==> config.mk <==
export PLATFORM = sky130hd
export DESIGN_NAME = button_debouncer
export DESIGN_NICKNAME = d
export VERILOG_FILES = /design/src/rtl/button_debouncer.sv
export SDC_FILE = /design/constraint.sdc
export NUM_CORES = 1
export LEC_CHECK = 0
export ABC_AREA = 1
export ABC_CLOCK_PERIOD_IN_PS = 1300
export CAP_MARGIN = 20
export CELL_PAD_IN_SITES_DETAIL_PLACEMENT = 1
export CELL_PAD_IN_SITES_GLOBAL_PLACEMENT = 1
export CORE_ASPECT_RATIO = 0.7
export CORE_MARGIN = 2
export CORE_UTILIZATION = 38
export DETAILED_ROUTE_END_ITERATION = 6
export PLACE_DENSITY = 0.83
export SLEW_MARGIN = 20
export SYNTH_ARGS = -nofsm -noshare
export SYNTH_HDL_FRONTEND = slang
export SYNTH_SLANG_ARGS = --single-unit
==> constraint.sdc <==
create_clock -name Clk -period 1.3 [get_ports Clk]
set_input_delay 0.195 -clock Clk [delete_from_list [all_inputs] [get_ports Clk]]
set_output_delay 0.195 -clock Clk [all_outputs]
set_load 0.05 [all_outputs]
==> src/rtl/button_debouncer.sv <==
`default_nettype none
// ============================================================================
// Module   : button_debouncer
// Purpose  : Two-flop synchronizer plus saturating-counter debounce FSM for a
//            raw push-button. Produces a clean level, its complement,
//            rise/fall strobes and a press-toggled level, all registered.
// Revision : 1.0  initial release
// ============================================================================
module button_debouncer #(
    parameter int STABLE_COUNT = 1000000,
    parameter int CNT_WIDTH    = 20
) (
    input  logic Clk,
    input  logic Reset_n,
    input  logic Button,
    output logic Clean,
    output logic notClean,
    output logic Rise,
    output logic Fall,
    output logic Toggle
);

    typedef enum logic [1:0] {
        IDLE_LOW  = 2'd0,
        WAIT_HIGH = 2'd1,
        IDLE_HIGH = 2'd2,
        WAIT_LOW  = 2'd3
    } state_t;

    localparam logic [CNT_WIDTH-1:0] c_STABLE = CNT_WIDTH'(STABLE_COUNT);
    localparam logic [CNT_WIDTH-1:0] c_ONE    = CNT_WIDTH'(1);
    localparam logic [CNT_WIDTH-1:0] c_ZERO   = '0;

    logic                 r_sync1;
    logic                 r_sync2;
    state_t               r_state;
    state_t               w_state;
    logic [CNT_WIDTH-1:0] r_cnt;
    logic [CNT_WIDTH-1:0] w_cnt;
    logic                 r_clean;
    logic                 w_clean;
    logic                 r_rise;
    logic                 w_rise;
    logic                 r_fall;
    logic                 w_fall;
    logic                 r_toggle;
    logic                 w_toggle;

    always_ff @(posedge Clk) begin
        if (!Reset_n) begin
            r_sync1  <= 1'b0;
            r_sync2  <= 1'b0;
            r_state  <= IDLE_LOW;
            r_cnt    <= c_ZERO;
            r_clean  <= 1'b0;
            r_rise   <= 1'b0;
            r_fall   <= 1'b0;
            r_toggle <= 1'b0;
        end else begin
            r_sync1  <= Button;
            r_sync2  <= r_sync1;
            r_state  <= w_state;
            r_cnt    <= w_cnt;
            r_clean  <= w_clean;
            r_rise   <= w_rise;
            r_fall   <= w_fall;
            r_toggle <= w_toggle;
        end
    end

    // Decisions use the pre-edge synchronized level, so a change landing on
    // the qualifying edge cannot cancel an exit already earned.
    always_comb begin
        w_state  = r_state;
        w_cnt    = r_cnt;
        w_clean  = r_clean;
        w_rise   = 1'b0;
        w_fall   = 1'b0;
        w_toggle = r_toggle;
        case (r_state)
            IDLE_LOW: begin
                if (r_sync2) begin
                    w_state = WAIT_HIGH;
                    w_cnt   = c_ONE;
                end else begin
                    w_cnt   = c_ZERO;
                end
            end
            WAIT_HIGH: begin
                if (!r_sync2) begin
                    w_state = IDLE_LOW;
                    w_cnt   = c_ZERO;
                end else if (r_cnt == c_STABLE) begin
                    w_state  = IDLE_HIGH;
                    w_cnt    = c_ZERO;
                    w_clean  = 1'b1;
                    w_rise   = 1'b1;
                    w_toggle = ~r_toggle;
                end else begin
                    w_cnt = r_cnt + c_ONE;
                end
            end
            IDLE_HIGH: begin
                if (!r_sync2) begin
                    w_state = WAIT_LOW;
                    w_cnt   = c_ONE;
                end else begin
                    w_cnt   = c_ZERO;
                end
            end
            WAIT_LOW: begin
                if (r_sync2) begin
                    w_state = IDLE_HIGH;
                    w_cnt   = c_ZERO;
                end else if (r_cnt == c_STABLE) begin
                    w_state = IDLE_LOW;
                    w_cnt   = c_ZERO;
                    w_clean = 1'b0;
                    w_fall  = 1'b1;
                end else begin
                    w_cnt = r_cnt + c_ONE;
                end
            end
            default: begin
                w_state  = IDLE_LOW;
                w_cnt    = c_ZERO;
                w_clean  = 1'b0;
                w_toggle = 1'b0;
            end
        endcase
    end

    assign Clean    = r_clean;
    assign notClean = ~r_clean;
    assign Rise     = r_rise;
    assign Fall     = r_fall;
    assign Toggle   = r_toggle;

endmodule
`default_nettype wire
## Yosys cells after proc, flatten, opt, wreduce, memory -nomap -nowiden

Index checks and enable logic that the tools add are counted.

| word-level totals | value |
|---|---|
| register bits | 28 |
| bits of input ports | 3 |
| word-level logic and storage cells | 51 |

| operators by class | value |
|---|---|
| add/sub/neg operators | 1 |
| equality and inequality tests | 12 |
| muxes and demuxes | 19 |
| bitwise gates (word level) | 4 |
| reduce and logical (&&, ||, !) cells | 7 |

Operator list:

| operator | number |
|---|---|
| $pmux W20 S4 | 1 |
| $mux W20 | 3 |
| $add A20 B1 Y20 const B | 1 |
| $eq A20 B20 Y1 const B | 1 |
| $mux W2 | 6 |
| $ne A2 B2 Y1 const B | 6 |
| $pmux W2 S4 | 1 |
| $mux W1 | 7 |
| $ne A3 B3 Y1 const B | 2 |
| $reduce_and A3 Y1 | 2 |
| $reduce_and A5 Y1 | 1 |
| $eq A2 B2 Y1 const B | 2 |
| $not A1 Y1 | 4 |
| $reduce_and A4 Y1 | 1 |
| $reduce_or A3 Y1 | 1 |
| $eq A2 B1 Y1 const B | 1 |
| $logic_not A2 Y1 | 1 |
| $pmux W1 S2 | 1 |
| $reduce_bool A2 Y1 | 1 |

## Longest topological paths before layout

| depth | value |
|---|---|
| word-level depth | 4 |
| mapped depth | 9 |
| mapped depth without buffers | 9 |

## Worst setup path before layout

Ideal clock, no wire load.

| path | value |
|---|---|
| kind | register to register |
| start point | register r_cnt[0] |
| end point | register r_cnt[12] |
| setup time | 0.117 ns |
| arrival time | 1.219 ns |
| slack | -0.037 ns |
| cell stages (with the launch flop) | 7 |
| path buffers | 0 |
| clock period less this slack | 1.337 ns |
| path through | dfxtp_1 ha_1 nand3_2 nor3_2 nand3b_1 o21ai_0 nor2_1 |

| on the way | value |
|---|---|
| cells in the longest elaborated chain, start to end | 4 |
| elaborated cells between the ends (all ways) | 6 |

RTL lines:

| what | RTL line | source |
|---|---|---|
| from (decl) | 38 | `logic [CNT_WIDTH-1:0] r_cnt;` |
| from (signal assigned) | 54 | `r_cnt <= c_ZERO;` |
| from (signal assigned) | 63 | `r_cnt <= w_cnt;` |
| $add A20 B1 Y20 / $eq A20 B20 Y1 (equally long branches) | -- |  |
| $mux W20 (*) | 93, 115 |  |
| $mux W20 (on tied branches) | 112, 90 |  |
| $pmux W20 S4 (*) | 80 | `case (r_state)` |

Mark *: on every way between the ends. The rest lies on a longest branch, timed or not.
A chain may end at the register's enable or synchronous reset.

## Worst setup path after layout

| path | value |
|---|---|
| start point | register r_cnt[1] |
| end point | register r_cnt[10] |

Same word-level chain as after synthesis.

==> impl_metrics.json <==
{
  "fin_skew_ns": 0.00852,
  "worst_hold_path_type": "register to register",
  "crit_start": "r_cnt[1]",
  "antenna_found_initial": 0,
  "finalSetupViolCount": 25,
  "rsz0062_at_grt": "true",
  "grt_pass1_vias": 1836,
  "synth_area_um2": 1520,
  "critPathKind": "register to register",
  "relSlewSlack_pct": 68.4,
  "post_drt_wl_per_cell_um": 20.4,
  "r2r-start": "r_cnt[1]",
  "totalPowerFinal_mw": 1.41,
  "portBuffers": 7,
  "synth-edff-count": 0,
  "synth_flop_cell": "dfxtp_1",
  "syn_inst": 229,
  "htree_levels": 1,
  "yosys.cell_count.top_type": "nor2_1",
  "status": "complete, but fails checks",
  "synth.area.top_cells": "dfxtp_1, nor2_1, nand2_1, inv_1, nand3_1",
  "final_core_util_pct": 61.6,
  "synth_seq_cells": 28,
  "synth_fp_nets": 234,
  "fin_ws_ns": -0.137,
  "finalWirelength_um": 6820,
  "crit_path_end_kind": "register",
  "clkSinkCount": 28,
  "vdd_drop_max_mv": 0.423,
  "diodes": 0,
  "grt_max_degree": 15,
  "power_leakage_nw": 0.927,
  "rows": 19,
  "postSynth.asyncResetShare_pct": 0,
  "drv_slew": 0,
  "dieArea_um2": 4540,
  "holdWs_ns": 0.429,
  "arrival_ns": 1.61,
  "synth-warning-count": 0,
  "grt_use_total_pct": 28.6,
  "drv_cap": 0,
  "num_io_pins": 8,
  "hold_buffers": 0,
  "dr.pass1.iters": 4,
  "path_max_fanout": 4,
  "dp_hpwl_um": 4170,
  "viasPerCell": 5.45,
  "die_h_um": 57.0,
  "hold_viol_final": 0,
  "initial_core_util_pct": 39.3,
  "area_growth_pct": 56.8,
  "nets": 290,
  "insertion_delay_ns": 0.28,
  "numCtsBuffers": 3,
  "post-route-period-util_pct": 111,
  "clockBufferDepth": 2,
  "drc": 0,
  "num_vias": 1825,
  "cts_tree": "done",
  "gp_congestion": 0.940,
  "path_clk_slew_ns": 0.10,
  "violations": "negative setup slack",
  "tightest_slew_ns": 0.473,
  "core-area_um2": 3870,
  "overflow": 0,
  "ant_nets": 0,
  "cp-start-kind": "register",
  "syn_avg_cell_area_um2": 6.65,
  "die_width_um": 79.7,
  "drt_iter0_drc": 122,
  "drive_gt1_share_pct": 44.2,
  "period_minus_slack_ns": 1.44,
  "power_density_nw_per_um2": 589,
  "setup_tns_ns": -1.38,
  "worstHoldStart": "r_sync1",
  "synth_top_area_share_pct": 36.8,
  "netlist-cell-type-count": 25,
  "grt_pass1_wl_um": 9650,
  "synth_top_cell_by_area": "dfxtp_1",
  "crit_required_ns": 1.48,
  "fmax_mhz": 696,
  "ys_seq_area_share_pct": 36.8,
  "cts-root-buf": "clkbuf_8",
  "ys_top_cells_by_count": "nor2_1, nand2_1, inv_1, dfxtp_1, nand3_1"
}
[report_power, final]
group          internal, mW  leakage [nW]  total (mW)  switching [mW]
logic                0.0228         0.670      0.0527          0.0299
clock network         0.209        0.0216       0.495           0.287
registers             0.852         0.235       0.858         0.00562
[cell type report]
| type | instances | area, um2 |
|---|---|---|
| well taps | 52 | 65.1 |
| flip-flops and latches | 28 | 592 |
| repair buffers | 51 | 472 |
| multi-input cells | 165 | 1080 |
| inverters | 36 | 141 |
| fillers | 494 | 1490 |
| clock buffers | 3 | 41.3 |
[layer usage]
layer	GRT usage [%]	wire length, um
met3	3.80	318
met5	0	0
met1	38.9	2940
met2	48.3	3450
met4	7.64	108
[final timing paths]
| kind | to | slack (ns) | cells past startpoint |
|---|---|---|---|
| worst max-delay path | r_cnt[10] | -0.14 | 6 |
| worst min-delay path | r_sync2 | 0.43 | 2 |
| worst max register to register | r_cnt[10] | -0.14 | 6 |
| worst min register to register | r_sync2 | 0.43 | 2 |
[cells by family after synthesis]
family / after synthesis / synth area share, %
adders and majority gates: 2 / 1.64
DFF: 28 / 36.8
and+or+nand+nor: 146 / 44.9
AOI/OAI and AO/OA: 9 / 3.20
xor gates and xnor gates: 6 / 3.45
buffers and inverters: 38 / 9.94
[state kept, by name (all words and copies together) (netlist names), named ones only]
signal,cells
r_cnt,20
Clean,1
Fall,1
Rise,1
Toggle,1
r_state,1
r_sync1,1
r_sync2,1
[critical path: stages, from the launching register on]
cell and delay (ns):
dfxtp_4 0.40, ha_4 0.16, nand3_4 0.11, nor3_4 0.24
nand2_1 0.14, xor2_1 0.20, nor2_1 0.08
[cell usage in the layout, fill, tap and decap left out, drive strengths merged, types with 2 or more instances in the layout]
cell type	count
nand3	24
clkbuf	3
o21ai	3
ha	2
nor3	16
nand2	46
a21oi	4
dfxtp	28
inv	35
buf	49
nor3b	2
xor2	4
nand4	6
xnor2	2
nor2	52
[repair_timing]
item | in CTS | in global routing
resized for setup | 47 | 42
endpoints found under the setup margin | 25 | 26
pin swaps | 16 | 20
gates cloned | 1 | 1
setup buffers | 4 | 5
[metrics by stage]
step | cells | setup WS, ns | instance area [um2]
4_1_cts | 329 | -0.0385 | 2210
2_1_floorplan | 229 | 0.00143 | 1530
5_1_grt | 335 | -0.201 | 2390
3_3_place_gp | 321 | -0.122 | 1960
6_report | 335 | -0.137 | 2390
3_5_place_dp | 321 | -0.231 | 1960
(Power assumes the default switching activity.)
